===== src/rtl/fft_fifo_pkg.sv =====
// Shared constants, flag bundle and helper functions for the synchronous FIFO.
// Thresholds are passed in so the flag decode lives in one place for every instance.
package fft_fifo_pkg;

    localparam int DEFAULT_DATA_W = 32;
    localparam int DEFAULT_DEPTH  = 16;

    typedef struct packed {
        logic empty;
        logic full;
        logic almost_empty;
        logic almost_full;
    } fifo_flags_t;

    function automatic int clog2(input int value);
        int result;
        result = 0;
        for (int i = 0; i < 31; i++) begin
            if ((32'sd1 << i) < value) begin
                result = i + 1;
            end
        end
        return result;
    endfunction

    function automatic fifo_flags_t calc_flags(input int count, input int depth,
                                               input int af_thresh, input int ae_thresh);
        fifo_flags_t f;
        f.empty        = (count == 0);
        f.full         = (count == depth);
        f.almost_empty = (count <= ae_thresh);
        f.almost_full  = (count >= af_thresh);
        return f;
    endfunction

endpackage


===== src/rtl/fifo_ram.sv =====
// Simple dual-port storage: synchronous write, read port either registered
// (loaded on an accepted pop) or asynchronous (head always visible).
module fifo_ram #(
    parameter int DATA_W   = 32,
    parameter int ADDR_W   = 4,
    parameter bit REG_READ = 1'b1
) (
    input  logic              clk,
    input  logic              rst_n,
    input  logic              we,
    input  logic [ADDR_W-1:0] waddr,
    input  logic [DATA_W-1:0] wdata,
    input  logic              re,
    input  logic [ADDR_W-1:0] raddr,
    output logic [DATA_W-1:0] rdata
);

    logic [DATA_W-1:0] mem_r [2**ADDR_W];

    // Storage write port; contents are never cleared.
    always_ff @(posedge clk) begin
        if (we) begin
            mem_r[waddr] <= wdata;
        end
    end

    generate
        if (REG_READ) begin : g_reg_read
            logic [DATA_W-1:0] rdata_r;

            // Registered read port, loaded only when a pop is accepted.
            always_ff @(posedge clk) begin
                if (!rst_n) begin
                    rdata_r <= '0;
                end else if (re) begin
                    rdata_r <= mem_r[raddr];
                end
            end

            assign rdata = rdata_r;
        end else begin : g_async_read
            logic unused_s;
            assign unused_s = re ^ rst_n;
            assign rdata    = mem_r[raddr];
        end
    endgenerate

endmodule


===== src/rtl/sync_fifo_flags.sv =====
// Single-clock FIFO with occupancy count, threshold flags and overflow/underflow pulses.
// Supports registered-read and first-word-fall-through output modes.
module sync_fifo_flags
    import fft_fifo_pkg::*;
#(
    parameter int DATA_W    = DEFAULT_DATA_W,
    parameter int DEPTH     = DEFAULT_DEPTH,
    parameter int AF_THRESH = DEPTH - 2,
    parameter int AE_THRESH = 2,
    parameter int FWFT      = 0
) (
    input  logic                    Clk,
    input  logic                    Rst_n,
    input  logic                    EN,
    input  logic                    WR,
    input  logic [DATA_W-1:0]       dataIn,
    input  logic                    RD,
    output logic [DATA_W-1:0]       dataOut,
    output logic                    dataValid,
    output logic                    EMPTY,
    output logic                    FULL,
    output logic                    ALMOST_EMPTY,
    output logic                    ALMOST_FULL,
    output logic [clog2(DEPTH):0]   COUNT,
    output logic                    OVERFLOW,
    output logic                    UNDERFLOW
);

    localparam int ADDR_W = clog2(DEPTH);
    localparam logic [ADDR_W:0]   CNT_ONE = (ADDR_W + 1)'(1'b1);
    localparam logic [ADDR_W-1:0] PTR_ONE = ADDR_W'(1'b1);

    logic [ADDR_W-1:0] wr_ptr_r;
    logic [ADDR_W-1:0] rd_ptr_r;
    logic [ADDR_W:0]   count_r;
    logic [ADDR_W:0]   count_nxt_s;
    fifo_flags_t       flags_r;
    fifo_flags_t       flags_nxt_s;
    logic              wr_acc_s;
    logic              rd_acc_s;
    logic              ovf_r;
    logic              unf_r;
    logic              valid_r;
    logic [DATA_W-1:0] hold_r;
    logic [DATA_W-1:0] ram_rdata_s;

    assign wr_acc_s = EN & WR & ~flags_r.full;
    assign rd_acc_s = EN & RD & ~flags_r.empty;

    // Next occupancy and the flag set it implies; flags are registered from this.
    always_comb begin
        count_nxt_s = count_r;
        case ({wr_acc_s, rd_acc_s})
            2'b10:   count_nxt_s = count_r + CNT_ONE;
            2'b01:   count_nxt_s = count_r - CNT_ONE;
            default: count_nxt_s = count_r;
        endcase
        flags_nxt_s = calc_flags(int'(count_nxt_s), DEPTH, AF_THRESH, AE_THRESH);
    end

    // Pointer, occupancy, flag and pulse registers.
    always_ff @(posedge Clk) begin
        if (!Rst_n) begin
            wr_ptr_r <= '0;
            rd_ptr_r <= '0;
            count_r  <= '0;
            flags_r  <= '{empty: 1'b1, full: 1'b0, almost_empty: 1'b1, almost_full: 1'b0};
            ovf_r    <= 1'b0;
            unf_r    <= 1'b0;
            valid_r  <= 1'b0;
            hold_r   <= '0;
        end else begin
            if (wr_acc_s) begin
                wr_ptr_r <= wr_ptr_r + PTR_ONE;
            end
            if (rd_acc_s) begin
                rd_ptr_r <= rd_ptr_r + PTR_ONE;
                hold_r   <= ram_rdata_s;
            end
            count_r <= count_nxt_s;
            flags_r <= flags_nxt_s;
            ovf_r   <= EN & WR & flags_r.full;
            unf_r   <= EN & RD & flags_r.empty;
            valid_r <= rd_acc_s;
        end
    end

    fifo_ram #(
        .DATA_W   (DATA_W),
        .ADDR_W   (ADDR_W),
        .REG_READ (FWFT == 0)
    ) u_ram (
        .clk   (Clk),
        .rst_n (Rst_n),
        .we    (wr_acc_s & Rst_n),
        .waddr (wr_ptr_r),
        .wdata (dataIn),
        .re    (rd_acc_s),
        .raddr (rd_ptr_r),
        .rdata (ram_rdata_s)
    );

    // In FWFT mode the last popped word is held while empty so dataOut never shows stale RAM.
    generate
        if (FWFT != 0) begin : g_fwft
            logic unused_s;
            assign unused_s  = valid_r;
            assign dataOut   = flags_r.empty ? hold_r : ram_rdata_s;
            assign dataValid = ~flags_r.empty;
        end else begin : g_regrd
            logic unused_s;
            assign unused_s  = ^hold_r;
            assign dataOut   = ram_rdata_s;
            assign dataValid = valid_r;
        end
    endgenerate

    assign EMPTY        = flags_r.empty;
    assign FULL         = flags_r.full;
    assign ALMOST_EMPTY = flags_r.almost_empty;
    assign ALMOST_FULL  = flags_r.almost_full;
    assign COUNT        = count_r;
    assign OVERFLOW     = ovf_r;
    assign UNDERFLOW    = unf_r;

endmodule


===== config.mk =====
export PLATFORM = sky130hd
export DESIGN_NAME = sync_fifo_flags
export DESIGN_NICKNAME = d
export VERILOG_FILES = /design/src/rtl/fft_fifo_pkg.sv /design/src/rtl/fifo_ram.sv /design/src/rtl/sync_fifo_flags.sv
export SDC_FILE = /design/constraint.sdc
export NUM_CORES = 1
export LEC_CHECK = 0
export ABC_AREA = 1
export ABC_CLOCK_PERIOD_IN_PS = 5000
export CORE_ASPECT_RATIO = 1.5
export CORE_MARGIN = 1.5
export CORE_UTILIZATION = 50
export CTS_CLUSTER_DIAMETER = 60
export DETAILED_ROUTE_END_ITERATION = 8
export PLACE_DENSITY_LB_ADDON = 0.15
export SLEW_MARGIN = 30
export SYNTH_ARGS = -nofsm -noshare
export SYNTH_HDL_FRONTEND = slang
export SYNTH_SLANG_ARGS = --single-unit

===== constraint.sdc =====
create_clock -name Clk -period 5 [get_ports Clk]
set_clock_uncertainty 0.05 [all_clocks]
set_input_delay 1.25 -clock Clk [delete_from_list [all_inputs] [get_ports Clk]]
set_output_delay 1.25 -clock Clk [all_outputs]
set_load 0.005 [all_outputs]

==> results of run 1 <==
per-layer routing:
metal / part of all wire, % / vias up / global-route usage (%)
met5: 0 / - / 0
met4: 4.3 / 0 / 11.2
met3: 3.9 / 114 / 2.79
met2: 54 / 438 / 48.5
met1: 37 / 7056 / 29.3
li1: - / 6689 / -
cell type report:
class / instances / area, sq um
Clock buffer: 77 / 1480
Clock inverter: 18 / 139
Fill cell: 3607 / 18600
Inverter: 60 / 239
Multi-Input combinational cell: 1108 / 5260
Sequential cell: 564 / 16400
Tap cell: 576 / 721
Timing Repair Buffer: 116 / 1140
registers in the layout (all words and copies together), names as in the netlist:
name	flops
ALMOST_FULL	1
FULL	1
u_ram.mem_r	512
ALMOST_EMPTY	1
wr_ptr_r	4
COUNT	5
u_ram.rdata	32
rd_ptr_r	4
UNDERFLOW	1
OVERFLOW	1
dataValid	1
EMPTY	1
cell usage in the layout (no fill, tap or decap), drive strengths merged:
cell and instances:
nor2 508, xor2 2, clkdlybuf4s50 80, clkinv 16, nand3 148, nand4 4, o21ai 265, a21oi 8
dfxtp 52, bufinv 2, nor3 1, inv 58, edfxtp 512, nand2 68, clkbuf 77, buf 36
o211ai 96, clkinvlp 2, ha 8
worst register-to-register path: cells and delay by family, from the launching register on:
kind | cells | cell delay (ns)
DFF | 1 | 0.66
AOI/OAI and AO/OA | 2 | 0.82
and+or+nand+nor | 3 | 0.46
buffers and inverters | 3 | 0.87
where the power goes:
group	switching [mW]	leakage, nW	internal, mW
Combinational	0.505	2.61	0.245
Clock	1.66	0.789	2.14
Sequential	0.0418	5.03	5.19
cell families (layout without fill, tap and decap cells):
kind of cell	count (synthesis)	after routing	share of synthesized area (%)
AO/OA/AOI/OAI	369	369	9.34
XOR/XNOR	2	2	0.0784
adder cells (fa/ha/maj)	8	8	0.448
buffers and inverters	178	271	3.56
flip-flops	564	564	73.5
AND/OR/NAND/NOR	729	729	13.1
metrics by stage:
step	total power, mW	instance area, sq um	worst slack [ns]	cells	hold slack (ns)
finish	9.78	25400	1.53	2519	0.456
global route	10.1	25400	1.38	2519	0.480
CTS	9.83	25400	1.53	2518	0.460
detailed placement	6.08	23700	0.934	2423	0.451
global placement	6.08	23700	1.01	2423	0.442
floorplan	5.74	22300	0.447	1850	0.414
final timing paths:
kind / from / endpoint / slack, ns / cells after the start
worst max-delay path: EN / u_ram.mem_r[0][28]$_DFFE_PP_ / 1.53 / 6
worst min-delay path: FULL$_SDFF_PN0_ / OVERFLOW$_SDFF_PN0_ / 0.46 / 2
worst max register to register: rd_ptr_r[0]$_SDFFE_PN0P_ / u_ram.rdata[9]$_SDFFE_PN0P_ / 2.09 / 8
worst min register to register: FULL$_SDFF_PN0_ / OVERFLOW$_SDFF_PN0_ / 0.46 / 2
==> impl_metrics.env, run 1 <==
export IMPL_antenna_found_initial=0
export IMPL_timing_worst_setup_path_type="in2reg"
export IMPL_die_height_microns=262
export IMPL_ys_warn_count=0
export IMPL_clockRootBuffer="clkbuf_16"
export IMPL_grt_overflow=0
export IMPL_area_growth_pct=13.7
export IMPL_leakagePower_nw=8.44
export IMPL_setup_tns_ns=0
export IMPL_postRouteAntennaNets=0
export IMPL_yosysTopAreaCellShare_pct=68.8
export IMPL_cts_htree_levels=2
export IMPL_hold_class="reg2reg"
export IMPL_outcome="finished clean"
export IMPL_p_per_area_nw_per_um2=385
export IMPL_postCtsResizedCells=0
export IMPL_first_pass_iters=5
export IMPL_startpoint_type="primary input"
export IMPL_synthTopCellsByArea="edfxtp_1 69%, nor2_1 8.5%, dfxtp_1 4.7%"
export IMPL_finalWirelength_microns=58300
export IMPL_yosysSeqAreaShare_pct=73.5
export IMPL_critPathArrivalTime_ns=3.71
export IMPL_drtIter0Drc=1496
export IMPL_synth_top_cells_by_count="512 x edfxtp_1, 508 x nor2_1, 182 x o21ai_0"
export IMPL_finalSetupViolations=0
export IMPL_vias=14300
export IMPL_drive_gt1_share_pct=6.85
export IMPL_cts_sinks=564
export IMPL_crit_family="simple AND/OR/NAND/NOR gates"
export IMPL_routed_via_density=5.68
export IMPL_numPortBuffers=80
export IMPL_wl_per_cell_microns=23.1
export IMPL_remaining_drc_errors=0
export IMPL_cap_violations=0
export IMPL_period_minus_slack_ns=3.47
export IMPL_start_util_pct=50.8
export IMPL_fmax_mhz=288
export IMPL_hold_viol=0
export IMPL_critical_path_required_ns=5.23
export IMPL_critPathBufInv=3
export IMPL_dieArea_sq_um=46000
export IMPL_antenna_cells=0
export IMPL_avgSynthCellArea_sq_um=12.1
export IMPL_post_cts_setup_buffers=0
export IMPL_clock_latency_ns=0.59
export IMPL_cp_cell_sequence="clkdlybuf4s50_1, nand3_1, inv_1, nand2_1, nor2_4, buf_4"
export IMPL_ys_seq_elements=564
export IMPL_clkTransAtPathRegs_ns=0.06
export IMPL_worstSetupEndpointType="flip-flop"
export IMPL_grt_pass1_wl_microns=87600
export IMPL_async_flop_share_pct=0
export IMPL_grt_use_total_pct=25.7
export IMPL_grt_setup_unrepaired="false"
export IMPL_slew_headroom_pct=36.8
export IMPL_postLayoutCoreUtil_pct=57.7
export IMPL_drv_slew=0
export IMPL_synth_edff_count=512
export IMPL_crit_path_max_fanout=24
export IMPL_ys_types=21
export IMPL_die_w_microns=176
export IMPL_layout_nets=1946
export IMPL_cp_slowest_cell="nor2_4"
export IMPL_place_congestion=0.832
export IMPL_peakVddDrop_uv=316
export IMPL_clk_path_buf_depth=3
export IMPL_yosysTopAreaCell="edfxtp_1"
export IMPL_coreArea_sq_um=44000
export IMPL_numCtsBuffers=51
export IMPL_synthesis_area_sq_um=22300
export IMPL_syn_nets=1895
export IMPL_tightest_slew_ns=0.948
export IMPL_synth_most_common_cell="edfxtp_1"
export IMPL_grt_max_degree=220
export IMPL_rows=94
export IMPL_synthFlopType="edfxtp_1"
export IMPL_dp_hpwl_microns=34700
export IMPL_netlist_instances=1850
export IMPL_cts_tree="yes"
export IMPL_io_pins=81
export IMPL_grt_pass1_vias=14200
export IMPL_period_share_pct=69.5
export IMPL_slowest_delay_ns=0.78
export IMPL_hold_buffers=0
No activity file was read; power rests on OpenSTA's default activity.
==> inputs of run 2 (changes only) <==
- ABC_CLOCK_PERIOD_IN_PS: 5000 -> 3100
- clock period: 5 -> 3.1 ns (I/O delays scaled with it)
==> run 2 against run 1 <==
Combinational power grew 56%. Clock power grew 71%. Total power grew 64%. Critical path type unchanged. Largest power group unchanged.
==> impl_metrics.env, run 2 (synthesis gave the netlist of run 1 again) <==
export IMPL_mostFrequentLayoutCells="512 x edfxtp_1, 493 x nor2_1, 182 x o21ai_0"
export IMPL_finalWirelength_microns=56500
export IMPL_numPortBuffers=80
export IMPL_whs_ns=0.436
export IMPL_worstSetupEndpointType="flip-flop"
export IMPL_largest_reg_flops=512
export IMPL_final_common_cell="edfxtp_1"
export IMPL_wl_per_cell_microns=22.1
export IMPL_worst_slack_ns=0.627
export IMPL_p_per_area_nw_per_um2=616
export IMPL_p_comb_share_pct=7.3
export IMPL_clockRootBuffer="clkbuf_16"
export IMPL_final_cells=2553
export IMPL_clk_path_buf_depth=3
export IMPL_peakVddDrop_uv=489
export IMPL_critPathArrivalTime_ns=2.94
export IMPL_grt_overflow=0
export IMPL_clkTransAtPathRegs_ns=0.07
export IMPL_cts_htree_levels=2
export IMPL_remaining_drc_errors=0
export IMPL_slew_headroom_pct=48.3
export IMPL_routed_via_density=5.75
export IMPL_tightest_slew_ns=0.770
export IMPL_grt_pass1_wl_microns=85800
export IMPL_drv_slew=0
export IMPL_dp_hpwl_microns=30100
export IMPL_dieArea_sq_um=46000
export IMPL_sequentialPowerShare_pct=52.3
export IMPL_die_height_microns=262
export IMPL_leakagePower_nw=8.73
export IMPL_antenna_found_initial=2
export IMPL_postCtsResizedCells=0
export IMPL_start_util_pct=50.8
export IMPL_clock_latency_ns=0.57
export IMPL_vias=14700
export IMPL_io_pins=81
export IMPL_cts_sinks=564
export IMPL_clock_power_share_pct=40.3
export IMPL_drtIter0Drc=1456
export IMPL_top_register="u_ram.mem_r"
export IMPL_hold_class="reg2reg"
export IMPL_grt_pass1_vias=14200
export IMPL_power_switching_mw=3.53
export IMPL_placed_cells=2454
export IMPL_post_cts_setup_buffers=0
export IMPL_grt_max_degree=146
export IMPL_first_pass_iters=7
export IMPL_cap_violations=0
export IMPL_postRouteAntennaNets=0
export IMPL_finalSetupViolations=0
export IMPL_crit_path_max_fanout=4
export IMPL_period_share_pct=79.8
export IMPL_p_int_mw=12.5
export IMPL_drive_gt1_share_pct=8.71
export IMPL_layout_nets=1978
export IMPL_die_w_microns=176
export IMPL_swShare_pct=22.0
export IMPL_cts_tree="yes"
export IMPL_critical_path_required_ns=3.56
export IMPL_place_ws_ns=0.0626
export IMPL_area_growth_pct=16.7
export IMPL_hold_buffers=0
export IMPL_fmax_mhz=404
export IMPL_rows=94
export IMPL_numCtsBuffers=53
export IMPL_timing_worst_setup_path_type="in2reg"
export IMPL_hold_viol=0
export IMPL_period_minus_slack_ns=2.47
export IMPL_startpoint_type="primary input"
export IMPL_grt_setup_unrepaired="false"
export IMPL_outcome="finished clean"
export IMPL_place_congestion=0.772
export IMPL_coreArea_sq_um=44000
export IMPL_grt_use_total_pct=24.8
run 2: changes by cell type in the layout (fill, tap and decap cells not counted), sizes merged:
| cell | before | now |
|---|---|---|
| bufinv | 2 | 5 |
| buf | 36 | 66 |
| clkinvlp | 2 | 4 |
| clkbuf | 77 | 73 |
| inv | 58 | 59 |
| diode | 0 | 2 |
run 2: through the flow:
step / setup TNS (ns) / util [%] / total power, mW / instance area (sq um)
6_report: 0 / 59.3 / 16.1 / 26100
3_5_place_dp: 0 / 55.3 / 9.75 / 24300
5_1_grt: 0 / 59.3 / 16.6 / 26100
2_1_floorplan: -38.12 / - / 9.26 / 22400
3_3_place_gp: 0 / 55.3 / 9.73 / 24300
4_1_cts: 0 / 59.3 / 16.2 / 26100
run 2: area by class of cell:
class | count | area, sq um
Clock buffer | 73 | 1480
Sequential cell | 564 | 16400
Inverter | 60 | 234
Fill cell | 3532 | 17900
Timing Repair Buffer | 146 | 1690
Tap cell | 576 | 721
Multi-Input combinational cell | 1108 | 5260
Antenna cell | 2 | 5.00
Clock inverter | 24 | 256
run 2: final timing paths:
kind                    start                   to  slack, ns  cells past startpoint
max                        EN      FULL$_SDFF_PN0_       0.63                     16
min           FULL$_SDFF_PN0_  OVERFLOW$_SDFF_PN0_       0.44                      2
min reg2reg   FULL$_SDFF_PN0_  OVERFLOW$_SDFF_PN0_       0.44                      2
max reg2reg  EMPTY$_SDFF_PN1_      FULL$_SDFF_PN0_       0.89                     16
run 2: routing by layer:
| metal | track usage, % | vias to the layer above | wire length, microns |
|---|---|---|---|
| met5 | 0 | - | 0 |
| met4 | 9.62 | 0 | 1830 |
| met3 | 2.86 | 119 | 3440 |
| met2 | 42.1 | 567 | 27900 |
| met1 | 33.0 | 7222 | 23300 |
| li1 | - | 6773 | - |
run 2: power groups by stage:
stage | sequential, mW | combinational (mW) | clock [mW]
6_report | 8.41 | 1.17 | 6.48
5_1_grt | 8.41 | 1.31 | 6.85
4_1_cts | 8.41 | 1.18 | 6.58
3_5_place_dp | 8.57 | 1.18 | 0
3_3_place_gp | 8.57 | 1.16 | 0
2_1_floorplan | 8.56 | 0.695 | 0
run 2: worst max-delay path, stage by stage:
cell and delay, ns:
clkdlybuf4s50_1 0.46, nand3_1 0.15, clkinv_2 0.09, ha_1 0.22
nand2_1 0.06, inv_1 0.04, nor2_1 0.12, ha_1 0.17
inv_1 0.04, nand2_1 0.12, nand2_1 0.07, nand3_1 0.07
o21ai_0 0.18, nor2_1 0.18, nand2_1 0.07, nor2_1 0.10
==> inputs of run 3 (changes only) <==
- ABC_CLOCK_PERIOD_IN_PS: 3100 -> 2500
- clock period: 3.1 -> 2.5 ns (I/O delays scaled with it)
==> run 3 against run 2 <==
Die area stayed put. Routed wire length is 2.7% lower. Register-to-register slack worse by 0.58 ns. Clock-buffer cell count is 7 higher. First-iteration DRC count is 2.1% lower. Worst setup slack worse by 0.42 ns. Critical path depth is 1 higher. Worst hold slack better by 0.014 ns. Flip-flop and latch count stayed put. Critical endpoint is now EMPTY$_SDFF_PN1_. Largest cell class unchanged. Highest routed layer is now met5.
==> impl_metrics.env, run 3 (synthesis gave the netlist of run 1 again) <==
export IMPL_critPathLaunch="EN"
export IMPL_numPortBuffers=80
export IMPL_period_share_pct=91.6
export IMPL_period_minus_slack_ns=2.29
export IMPL_r2r_start="EMPTY$_SDFF_PN1_"
export IMPL_startpoint_type="primary input"
export IMPL_place_congestion=0.806
export IMPL_first_pass_iters=5
export IMPL_dieArea_sq_um=46000
export IMPL_grt_setup_unrepaired="false"
export IMPL_nFillCells=3515
export IMPL_coreArea_sq_um=44000
export IMPL_antenna_found_initial=2
export IMPL_peakVddDrop_uv=485
export IMPL_worstSetupEndpointType="flip-flop"
export IMPL_area_growth_pct=17.3
export IMPL_final_common_cell="edfxtp_1"
export IMPL_start_util_pct=50.8
export IMPL_grt_use_total_pct=24.1
export IMPL_place_ws_ns=-0.357
export IMPL_post_cts_setup_buffers=0
export IMPL_finalSetupViolations=0
export IMPL_critical_path_required_ns=2.92
export IMPL_cts_htree_levels=2
export IMPL_layout_nets=1989
export IMPL_placed_cells=2466
export IMPL_drive_gt1_share_pct=8.56
export IMPL_crit_top_cell="nand2_1"
export IMPL_finalPower_mw=19.7
export IMPL_cts_tree="yes"
export IMPL_wl_per_cell_microns=21.4
export IMPL_clk_path_buf_depth=3
export IMPL_drtIter0Drc=1426
export IMPL_hold_buffers=0
export IMPL_top_register="u_ram.mem_r"
export IMPL_finalWirelength_microns=54900
export IMPL_dp_hpwl_microns=29700
export IMPL_grt_max_degree=150
export IMPL_routed_via_density=5.65
export IMPL_p_per_area_nw_per_um2=751
export IMPL_seqCellArea_sq_um=16400
export IMPL_final_cells=2564
export IMPL_hold_class="reg2reg"
export IMPL_remaining_drc_errors=0
export IMPL_numCtsBuffers=52
export IMPL_largest_reg_flops=512
export IMPL_r2r_end="EMPTY$_SDFF_PN1_"
export IMPL_postLayoutCoreUtil_pct=59.6
export IMPL_mostFrequentLayoutCells="512 x edfxtp_1, 493 x nor2_1, 182 x o21ai_0"
export IMPL_drv_slew=0
export IMPL_io_pins=81
export IMPL_grt_pass1_wl_microns=83800
export IMPL_clkTransAtPathRegs_ns=0.06
export IMPL_postCtsResizedCells=0
export IMPL_grt_overflow=0
export IMPL_timing_worst_setup_path_type="in2reg"
export IMPL_slowest_delay_ns=0.45
export IMPL_cp_cell_sequence="clkdlybuf4s50_1, nand3_1, clkinv_2, ha_1, nand2_1, inv_1, nor2_1, ha_1, inv_1, nand2_1, inv_1, nand2_1, nand3_1, o21ai_0, nor2_1, nand3_1, nand2_1"
export IMPL_die_w_microns=176
export IMPL_cp_endpoint="EMPTY$_SDFF_PN1_"
export IMPL_crit_path_max_fanout=4
export IMPL_hold_viol=0
export IMPL_cp_slowest_cell="clkdlybuf4s50_1"
export IMPL_grt_pass1_vias=14100
export IMPL_vias=14500
export IMPL_ff2ff_setup_slack_ns=0.31
export IMPL_die_height_microns=262
export IMPL_clockRootBuffer="clkbuf_16"
export IMPL_postRouteAntennaNets=0
export IMPL_clock_latency_ns=0.58
export IMPL_tightest_slew_ns=0.675
export IMPL_cap_violations=0
export IMPL_critPathArrivalTime_ns=2.71
export IMPL_fmax_mhz=437
export IMPL_outcome="finished clean"
export IMPL_leakagePower_nw=8.78
export IMPL_slew_headroom_pct=55.0
export IMPL_reg2reg_depth=17
export IMPL_worst_slack_ns=0.210
export IMPL_cts_sinks=564
export IMPL_multiInputGateArea_sq_um=5260
export IMPL_rows=94
==> run 3: cell type report <==
class                           instances  share of cell area (%)
Clock buffer                           80                    5.60
Inverter                               60                   0.893
Multi-Input combinational cell       1108                    20.1
Antenna cell                            1                 0.00955
Clock inverter                         17                   0.711
Tap cell                              576                    2.75
Sequential cell                       564                    62.7
Timing Repair Buffer                  158                    7.29
==> run 3: worst max-delay path, delay by kind of cell <==
| kind | cells | cell delay [ns] |
|---|---|---|
| adder cells (fa/ha/maj) | 2 | 0.39 |
| AO/OA/AOI/OAI | 1 | 0.19 |
| buffers and inverters | 5 | 0.67 |
| AND/OR/NAND/NOR | 9 | 0.84 |
==> run 3: how the worst min path moves through the flow <==
| stage | end | cells past startpoint | start | slack, ns |
|---|---|---|---|---|
| floorplan | OVERFLOW$_SDFF_PN0_ | 2 | FULL$_SDFF_PN0_ | 0.41 |
| global placement | wr_ptr_r[2]$_SDFFE_PN0N_ | 2 | wr_ptr_r[2]$_SDFFE_PN0N_ | 0.45 |
| detailed placement | UNDERFLOW$_SDFF_PN0_ | 2 | EMPTY$_SDFF_PN1_ | 0.45 |
| CTS | UNDERFLOW$_SDFF_PN0_ | 2 | EMPTY$_SDFF_PN1_ | 0.46 |
| global route | UNDERFLOW$_SDFF_PN0_ | 2 | EMPTY$_SDFF_PN1_ | 0.49 |
| finish | UNDERFLOW$_SDFF_PN0_ | 2 | EMPTY$_SDFF_PN1_ | 0.45 |
==> run 3: power breakdown <==
| part | leakage [nW] | internal, mW | total, mW | switching, mW |
|---|---|---|---|---|
| sequential | 5.03 | 10.4 | 10.4 | 0.0677 |
| combinational | 2.95 | 0.547 | 1.47 | 0.927 |
| clock | 0.800 | 4.45 | 7.78 | 3.33 |
==> run 3: layer usage <==
| metal | part of all wire [%] | wire (microns) | global-route usage, % | vias to the layer above |
|---|---|---|---|---|
| met1 | 42 | 23000 | 32.0 | 7122 |
| met4 | 3.0 | 1660 | 8.97 | 2 |
| met5 | 0.020 | 11 | 0 | - |
| met3 | 4.9 | 2690 | 2.53 | 101 |
| li1 | - | - | - | 6784 |
| met2 | 50 | 27600 | 41.3 | 479 |
==> run 3: per-stage QoR <==
step	hold slack [ns]	area [sq um]	TNS, ns
4_1_cts	0.461	26200	0
5_1_grt	0.488	26200	0
6_report	0.449	26200	0
3_3_place_gp	0.452	24600	-25.63
2_1_floorplan	0.414	22400	-144.39
3_5_place_dp	0.454	24600	-36.89
